--- src/rtl/display_mixer_pkg.sv ---
// display_mixer_pkg: shared types and constants for the display mixer.
// Holds the display mode encoding, the enable FSM state encoding and the
// colour-bar palette used by the optional test pattern
// (DISPLAY_MIXER_PATTERN_EN).
package display_mixer_pkg;

    typedef enum logic [1:0] {
        MODE_GRAY    = 2'd0,
        MODE_EDGE    = 2'd1,
        MODE_OVERLAY = 2'd2,
        MODE_SPLIT   = 2'd3
    } mode_t;

    typedef enum logic [1:0] {
        ST_IDLE = 2'd0,
        ST_ARM  = 2'd1,
        ST_RUN  = 2'd2
    } en_state_t;

    localparam logic [23:0] RGB_BLACK = 24'h000000;
    localparam logic [23:0] RGB_WHITE = 24'hFFFFFF;

    // Classic 8-bar palette, left to right.
    function automatic logic [23:0] bar_rgb(input logic [2:0] idx);
        case (idx)
            3'd0:    return 24'hFFFFFF;
            3'd1:    return 24'hFFFF00;
            3'd2:    return 24'h00FFFF;
            3'd3:    return 24'h00FF00;
            3'd4:    return 24'hFF00FF;
            3'd5:    return 24'hFF0000;
            3'd6:    return 24'h0000FF;
            default: return 24'h000000;
        endcase
    endfunction

endpackage

--- src/rtl/sync_delay_line.sv ---
// sync_delay_line: resettable shift register of DEPTH stages, WIDTH bits wide.
// Used to align sync/enable with the framebuffer read latency.
module sync_delay_line #(
    parameter int WIDTH = 3,
    parameter int DEPTH = 1
) (
    input  logic             pix_clk,
    input  logic             rst_n,
    input  logic [WIDTH-1:0] din,
    output logic [WIDTH-1:0] dout
);

    logic [WIDTH-1:0] stage [DEPTH];

    // Shift one stage per pixel clock; reset clears every stage.
    always_ff @(posedge pix_clk or negedge rst_n) begin
        if (!rst_n) begin
            for (int i = 0; i < DEPTH; i++) stage[i] <= '0;
        end else begin
            stage[0] <= din;
            for (int i = 1; i < DEPTH; i++) stage[i] <= stage[i-1];
        end
    end

    assign dout = stage[DEPTH-1];

endmodule

--- src/rtl/display_mixer.sv ---
// display_mixer: composites a grayscale layer and a binary edge layer into
// 24-bit RGB in one of four modes. Timing is delayed to match the framebuffer
// read latency, the mode changes only on frame boundaries, and video stays
// blank until both layers hold a complete frame.
// Optional: DISPLAY_MIXER_PATTERN_EN shows colour bars while not active.
module display_mixer
    import display_mixer_pkg::*;
#(
    parameter int          DATA_W = 8,
    parameter int          H_RES  = 640,
    parameter int          RD_LAT = 1,
    parameter logic [7:0]  OVL_R  = 8'hFF,
    parameter logic [7:0]  OVL_G  = 8'h00,
    parameter logic [7:0]  OVL_B  = 8'h00
) (
    input  logic              pix_clk,
    input  logic              async_rst_n,
    input  logic [1:0]        mode_async_i,
    input  logic              hs_i,
    input  logic              vs_i,
    input  logic              de_i,
    input  logic              frame_i,
    input  logic [DATA_W-1:0] gray_i,
    input  logic              edge_i,
    input  logic              gray_rdy_i,
    input  logic              edge_rdy_i,
    output logic              hs_o,
    output logic              vs_o,
    output logic              de_o,
    output logic [7:0]        red_o,
    output logic [7:0]        green_o,
    output logic [7:0]        blue_o,
    output logic [1:0]        mode_o,
    output logic              active_o,
    output logic [1:0]        fsm_state
);

    localparam int               COL_W    = $clog2(H_RES);
    localparam logic [COL_W-1:0] COL_MAX  = COL_W'(H_RES - 1);
    localparam logic [COL_W-1:0] COL_HALF = COL_W'(H_RES / 2);
    localparam logic [23:0]      OVL_RGB  = {OVL_R, OVL_G, OVL_B};

    logic              rst_meta, rst_n;
    logic [1:0]        mode_meta, mode_req;
    mode_t             mode_q;
    en_state_t         state, state_nx;
    logic              both_rdy;
    logic              hs_d, vs_d, de_d;
    logic [COL_W-1:0]  col;
    logic [7:0]        gray8;
    logic [23:0]       gray_px, edge_px, pix;
    logic              hs_q, vs_q, de_q;
    logic [23:0]       rgb_q, rgb_out;
    logic              unused_gray;

    // Reset synchronizer: asserts immediately, releases on the 2nd clock edge.
    always_ff @(posedge pix_clk or negedge async_rst_n) begin
        if (!async_rst_n) begin
            rst_meta <= 1'b0;
            rst_n    <= 1'b0;
        end else begin
            rst_meta <= 1'b1;
            rst_n    <= rst_meta;
        end
    end

    // Mode switches: 2-flop synchronizer, applied only on a frame boundary.
    always_ff @(posedge pix_clk or negedge rst_n) begin
        if (!rst_n) begin
            mode_meta <= 2'd0;
            mode_req  <= 2'd0;
            mode_q    <= MODE_GRAY;
        end else begin
            mode_meta <= mode_async_i;
            mode_req  <= mode_meta;
            if (frame_i) mode_q <= mode_t'(mode_req);
        end
    end

    assign both_rdy = gray_rdy_i & edge_rdy_i;

    // Enable FSM state register.
    always_ff @(posedge pix_clk or negedge rst_n) begin
        if (!rst_n) state <= ST_IDLE;
        else        state <= state_nx;
    end

    // Enable FSM next state: arm once both layers are ready, run from the
    // next frame start, drop out immediately if either layer goes away.
    always_comb begin
        state_nx = state;
        case (state)
            ST_IDLE: if (both_rdy) state_nx = ST_ARM;
            ST_ARM: begin
                if (!both_rdy)    state_nx = ST_IDLE;
                else if (frame_i) state_nx = ST_RUN;
            end
            ST_RUN:  if (!both_rdy) state_nx = ST_IDLE;
            default: state_nx = ST_IDLE;
        endcase
    end

    assign active_o  = (state == ST_RUN);
    assign fsm_state = state;
    assign mode_o    = mode_q;

    sync_delay_line #(
        .WIDTH (3),
        .DEPTH (RD_LAT)
    ) u_delay (
        .pix_clk (pix_clk),
        .rst_n   (rst_n),
        .din     ({hs_i, vs_i, de_i}),
        .dout    ({hs_d, vs_d, de_d})
    );

    // Column of the aligned pixel: counts along the delayed enable, saturating.
    always_ff @(posedge pix_clk or negedge rst_n) begin
        if (!rst_n)            col <= '0;
        else if (!de_d)        col <= '0;
        else if (col != COL_MAX) col <= col + COL_W'(1);
    end

    assign gray8       = gray_i[DATA_W-1 -: 8];
    assign unused_gray = ^gray_i;

    // Pixel compositing for the currently applied mode.
    always_comb begin
        gray_px = {gray8, gray8, gray8};
        edge_px = edge_i ? RGB_BLACK : RGB_WHITE;
        pix     = gray_px;
        case (mode_q)
            MODE_GRAY:    pix = gray_px;
            MODE_EDGE:    pix = edge_px;
            MODE_OVERLAY: pix = edge_i ? OVL_RGB : gray_px;
            MODE_SPLIT:   pix = (col < COL_HALF) ? gray_px : edge_px;
            default:      pix = gray_px;
        endcase
    end

    // Output register: aligned timing and composited pixel (black outside de).
    always_ff @(posedge pix_clk or negedge rst_n) begin
        if (!rst_n) begin
            hs_q  <= 1'b0;
            vs_q  <= 1'b0;
            de_q  <= 1'b0;
            rgb_q <= RGB_BLACK;
        end else begin
            hs_q  <= hs_d;
            vs_q  <= vs_d;
            de_q  <= de_d;
            rgb_q <= de_d ? pix : RGB_BLACK;
        end
    end

`ifdef DISPLAY_MIXER_PATTERN_EN
    localparam int BAR_W = H_RES / 8;
    logic [2:0]  bar_idx;
    logic [23:0] pat_q;

    assign bar_idx = 3'(32'(col) / BAR_W);

    // Colour-bar pattern shown while the layers are not yet running.
    always_ff @(posedge pix_clk or negedge rst_n) begin
        if (!rst_n) pat_q <= RGB_BLACK;
        else        pat_q <= de_d ? bar_rgb(bar_idx) : RGB_BLACK;
    end

    assign rgb_out = active_o ? rgb_q : pat_q;
    assign de_o    = de_q;
`else
    assign rgb_out = active_o ? rgb_q : RGB_BLACK;
    assign de_o    = de_q & active_o;
`endif

    assign hs_o    = hs_q;
    assign vs_o    = vs_q;
    assign red_o   = rgb_out[23:16];
    assign green_o = rgb_out[15:8];
    assign blue_o  = rgb_out[7:0];

endmodule

--- config.mk ---
export PLATFORM = sky130hd
export DESIGN_NAME = display_mixer
export DESIGN_NICKNAME = d
export VERILOG_FILES = /design/src/rtl/display_mixer_pkg.sv /design/src/rtl/sync_delay_line.sv /design/src/rtl/display_mixer.sv
export SDC_FILE = /design/constraint.sdc
export NUM_CORES = 1
export LEC_CHECK = 0
export ABC_AREA = 1
export CORE_ASPECT_RATIO = 0.75
export CORE_MARGIN = 2
export CORE_UTILIZATION = 52
export DETAILED_ROUTE_END_ITERATION = 16
export PLACE_DENSITY = 0.83
export SYNTH_ARGS = -nofsm -noshare
export SYNTH_HDL_FRONTEND = slang
export SYNTH_SLANG_ARGS = --single-unit
--- constraint.sdc ---
create_clock -name pix_clk -period 2.8 [get_ports pix_clk]
set_clock_uncertainty 0.2 [all_clocks]
set_input_delay 0.42 -clock pix_clk [delete_from_list [all_inputs] [get_ports pix_clk]]
set_output_delay 0.42 -clock pix_clk [all_outputs]
set_load 0.03 [all_outputs]
==> results.json, run 1 <==
{
  "status": "finished, final reports clean",
  "die_w_um": 77.4,
  "reg2reg_to": "col[4]",
  "setup_viol": 0,
  "intPower_mw": 0.990,
  "clockPowerShare": 0.355,
  "endpoint": "blue_o[7]",
  "cp-end-kind": "output pin",
  "clock-sinks": 42,
  "ys_ff_latch": 42,
  "final_nets": 329,
  "core_um2": 3760,
  "cts-resized-gates": 0,
  "drtPass1Iterations": 4,
  "p_switching_mw": 0.353,
  "grt_usage": 0.229,
  "clkLatencyLatePin_ns": 0.30,
  "tightestPinTransition_ns": 0.718,
  "routed_wl_um": 4670,
  "grt_pass1_vias": 1785,
  "yosysSeqAreaShare": 0.500,
  "setup.worst_path.class": "flop to output pin",
  "yosysUniqueCellTypes": 28,
  "dieArea_um2": 4570,
  "synth_top_area_cell": "dfrtp_1",
  "synth_cells": 261,
  "drv_slew": 0,
  "p_leak_nw": 1.29,
  "portBuffers": 50,
  "reg2regPathDepth": 7,
  "ant_nets": 0,
  "wl_per_cell_um": 12.9,
  "clk_pin_slew_ns": 0.09,
  "start_util": 0.559,
  "clk_path_buf_depth": 2,
  "crit_fanout": 18,
  "p_comb_frac": 0.147,
  "io-pin-count": 51,
  "rows": 19,
  "period_needed_ns": 2.57,
  "crit_start": "fsm_state[0]",
  "hold_viol_final": 0,
  "utilization": 0.726,
  "grt_max_degree": 23,
  "finalCritPeriodShare": 0.917,
  "cp_data_required_time_ns": 2.18,
  "grt_first_pass_wirelength_um": 8020,
  "dp.cells": 353,
  "post-dp-hpwl_um": 3340,
  "worstPathArrival_ns": 1.95,
  "drt_iter0_drc": 150,
  "gp_congestion": 0.837,
  "drv_cap": 0,
  "synth_top_cell_area_share": 0.500,
  "switching_share": 0.263,
  "max-slew-margin-rel": 0.521,
  "drive_gt1_frac": 0.0935,
  "hold_ws_ns": 0.0651,
  "hold_class": "flop to async pin",
  "viasPerCell": 5.04,
  "fin_cells": 362,
  "syn_area_um2": 2100,
  "numCtsBuffers": 5,
  "syn_to_final_growth_pct": 29.7,
  "post_cts_buffers": 0,
  "pwr-share-seq": 0.498,
  "total_power_mw": 1.34,
  "rrSetupSlack_ns": 1.09,
  "hold_buffers": 1,
  "overflow": 0,
  "cts_tree": "done",
  "htreeDepth": 2,
  "synth_area_per_cell_um2": 8.05,
  "worstReg2RegStart": "col[0]",
  "antenna_found_initial": 0,
  "ir_drop_v": 0.000460,
  "finalSetupTns_ns": 0,
  "fmax_mhz": 390,
  "ys_warn_count": 0,
  "dieHeight_um": 59.0,
  "powerDensity_nw_per_um2": 493,
  "synth_area_leaders": "dfrtp_1, nand2_1, inv_1, a21oi_1, nor2_1",
  "antenna_cells": 0,
  "num_vias": 1826,
  "cts-root-buf": "clkbuf_8",
  "rsz0062_at_grt": "false",
  "drc_errors": 0,
  "start_kind": "flop",
  "synth_fp_nets": 281
}
[per-layer routing]
metal | part of all wire | wire length [um] | up-vias | GRT usage
met5 | 0 | 0 | - | 0
met4 | 0.018 | 85 | 0 | 0.0816
met3 | 0.072 | 337 | 9 | 0.0671
met2 | 0.49 | 2280 | 66 | 0.402
met1 | 0.42 | 1970 | 839 | 0.276
li1 | - | - | 912 | -
[Yosys cell counts]
cell type / n
nand4_1: 4
a21oi_1: 26
conb_1: 1
ha_1: 1
inv_2: 2
nand3b_1: 1
a211oi_1: 1
clkinv_1: 3
nand2_1: 49
nand2_4: 1
o21ai_1: 2
nor3_2: 1
clkbuf_1: 3
nor2_1: 30
nand3_1: 19
o21ai_4: 1
nand3_2: 8
nor2_2: 3
or2_2: 1
buf_2: 1
buf_4: 8
nor3_1: 1
dfrtp_1: 42
inv_1: 39
o21ai_0: 10
clkinv_2: 1
nand2_2: 1
mux2_2: 1
[kinds of logic after synthesis]
logic type      after synthesis  synth area share
buf+inv                      57             0.117
fa+ha+maj                     1           0.00595
other cells                   1           0.00179
mux                           1           0.00536
simple gates                119             0.267
compound gates               40             0.102
flops                        42             0.500
[cell type report]
type                    count  area (um2)
clock inverters             2        37.5
repair buffers             53         526
well taps                  52        65.1
clock buffers               6        72.6
fillers                   309        1030
flip-flops and latches     42        1050
multi-input cells         162         803
inverters                  45         170
[cell usage in the layout (no fill, tap or decap), drive strengths merged, types with 4 or more instances in the layout]
master / Yosys / layout
clkinv: 4 / 4
o21ai: 13 / 13
nor2: 33 / 33
nand2: 51 / 51
clkbuf: 3 / 6
nand4: 4 / 4
inv: 41 / 41
nand3: 27 / 27
a21oi: 26 / 26
dfrtp: 42 / 42
clkdlybuf4s50: 0 / 50
[worst max-delay path, cell delays in order (launching register included)]
cell and delay, ns:
dfrtp_1 0.42, nor2_1 0.19, inv_2 0.17, nor2_1 0.17
clkdlybuf4s50_1 0.70
[through the flow]
stage	setup slack, ns	area [um2]
after CTS	0.189	2730
final	0.233	2730
after global placement	0.628	2610
after floorplan	0.00514	2100
after detailed placement	0.510	2610
after global routing	0.114	2730
[registers in the layout, indices dropped and copies added, names as in the netlist]
signal	flops
rst_n	1
fsm_state	2
u_delay.dout	3
mode_meta	2
mode_req	2
mode_o	2
rgb_q	16
rst_meta	1
de_q	1
col	10
vs_o	1
hs_o	1
[worst min path at each step]
| stage | startpoint | to | slack, ns | cells past startpoint |
|---|---|---|---|---|
| finish | rst_n | col[4] | 0.07 | 1 |
| global route | async_rst_n | rst_meta | 0.07 | 1 |
| CTS | async_rst_n | rst_meta | 0.07 | 1 |
| detailed placement | rst_n | vs_o | -0.01 | 0 |
| global placement | rst_n | vs_o | -0.02 | 0 |
| floorplan | async_rst_n | rst_meta | -0.08 | 0 |
[power groups by stage]
stage | combinational [mW] | clock (mW) | sequential [mW]
final | 0.197 | 0.477 | 0.669
after global routing | 0.223 | 0.504 | 0.674
after CTS | 0.196 | 0.482 | 0.670
after detailed placement | 0.190 | 0 | 0.684
after global placement | 0.184 | 0 | 0.682
after floorplan | 0.106 | 0 | 0.691
No activity file was read; power rests on OpenSTA's default activity.
==> run 2, diff against run 1 <==
CAP_MARGIN = 30   (was default)
clock period = 3.2 ns   (was 2.8 ns; I/O delays follow)
==> results.json, run 2 (synthesis results as in run 1) <==
{
  "tightestPinTransition_ns": 0.724,
  "cts_tree": "done",
  "drc_errors": 0,
  "clkLatencyLatePin_ns": 0.31,
  "max-slew-margin-rel": 0.517,
  "cp_data_required_time_ns": 2.52,
  "portBuffers": 50,
  "rrSetupSlack_ns": 1.48,
  "worstReg2RegStart": "col[0]",
  "syn_to_final_growth_pct": 28.1,
  "antenna_cells": 0,
  "total_power_mw": 1.12,
  "largest_register_ffs": 16,
  "cts-root-buf": "clkbuf_8",
  "antenna_found_initial": 0,
  "setup.worst_path.class": "flop to output pin",
  "finalCritPeriodShare": 0.821,
  "die_w_um": 77.4,
  "htreeDepth": 2,
  "numCtsBuffers": 5,
  "clk_path_buf_depth": 2,
  "wl_per_cell_um": 13.2,
  "finalSetupTns_ns": 0,
  "rows": 19,
  "final_common_cell": "clkdlybuf4s50_1",
  "cts-resized-gates": 0,
  "rsz0062_at_grt": "false",
  "start_kind": "flop",
  "clock-sinks": 42,
  "viasPerCell": 5.12,
  "powerDensity_nw_per_um2": 416,
  "start_util": 0.559,
  "hold_buffers": 0,
  "ir_drop_v": 0.000375,
  "period_needed_ns": 2.63,
  "hold_class": "flop to async pin",
  "num_vias": 1844,
  "grt_usage": 0.223,
  "utilization": 0.717,
  "dieHeight_um": 59.0,
  "hold_viol_final": 0,
  "overflow": 0,
  "largest_register": "rgb_q",
  "ant_nets": 0,
  "clk_pin_slew_ns": 0.09,
  "grt_pass1_vias": 1721,
  "dp_slack_ns": 0.903,
  "p_leak_nw": 1.28,
  "fmax_mhz": 380,
  "post-dp-hpwl_um": 3210,
  "drt_iter0_drc": 161,
  "reg2reg_to": "col[0]",
  "drive_gt1_frac": 0.0942,
  "drv_slew": 0,
  "setup_viol": 0,
  "final_nets": 327,
  "drtPass1Iterations": 4,
  "worstPathArrival_ns": 1.95,
  "crit_start": "fsm_state[0]",
  "cp-end-kind": "output pin",
  "grt_first_pass_wirelength_um": 7790,
  "core_um2": 3760,
  "layout_common_cells": "clkdlybuf4s50_1, nand2_1, dfrtp_1, inv_1, nor2_1",
  "grt_max_degree": 41,
  "reg2regPathDepth": 8,
  "drv_cap": 0,
  "hold_ws_ns": 0.114,
  "dieArea_um2": 4570,
  "io-pin-count": 51,
  "status": "finished, final reports clean",
  "gp_congestion": 0.834,
  "routed_wl_um": 4750,
  "post_cts_buffers": 0,
  "final.setup.worst_slack_ns": 0.571,
  "crit_fanout": 18
}
==> run 2: cell count changes in the layout (fill, tap and decap cells not counted) <==
cell and change:
clkinv_4 +1, bufinv_16 -1, clkbuf_1 -1, inv_6 +1
dlygate4sd3_1 -1, buf_4 -1
==> run 2: area by class of cell <==
type	count	area (um2)
tap	52	65.1
timing repair buffer	51	508
clock buffer	5	68.8
clock inverter	3	25.0
sequential	42	1050
multi-input combinational	162	803
fill	314	1060
inverter	45	170
==> run 2: worst max-delay path by stage <==
stage	slack, ns	cells after the start	to
floorplan	0.35	6	green_o[5]
global placement	0.97	4	blue_o[5]
detailed placement	0.90	4	green_o[5]
CTS	0.55	4	green_o[5]
global route	0.42	4	green_o[5]
finish	0.57	4	green_o[5]
==> run 2: power by group <==
| group | switching [mW] | internal, mW |
|---|---|---|
| Sequential | 0.0214 | 0.565 |
| Clock | 0.206 | 0.158 |
| Combinational | 0.102 | 0.0673 |
| Total | 0.330 | 0.789 |
==> run 2: critical path, cell delays in order, from the launching register on <==
cell             delay, ns
dfrtp_1               0.41
nor2_1                0.17
inv_2                 0.18
nor2_1                0.17
clkdlybuf4s50_1       0.70
==> run 2: metal layers <==
layer,global-route usage,part of all wire
met5,0,0
met1,0.269,0.42
met4,0.0944,0.010
met3,0.0595,0.085
met2,0.389,0.48
==> run 2: metrics by stage <==
stage / instances / instance area [um2]
after floorplan: 261 / 2100
final: 360 / 2690
after global routing: 360 / 2690
after detailed placement: 352 / 2600
after global placement: 352 / 2600
after CTS: 360 / 2690
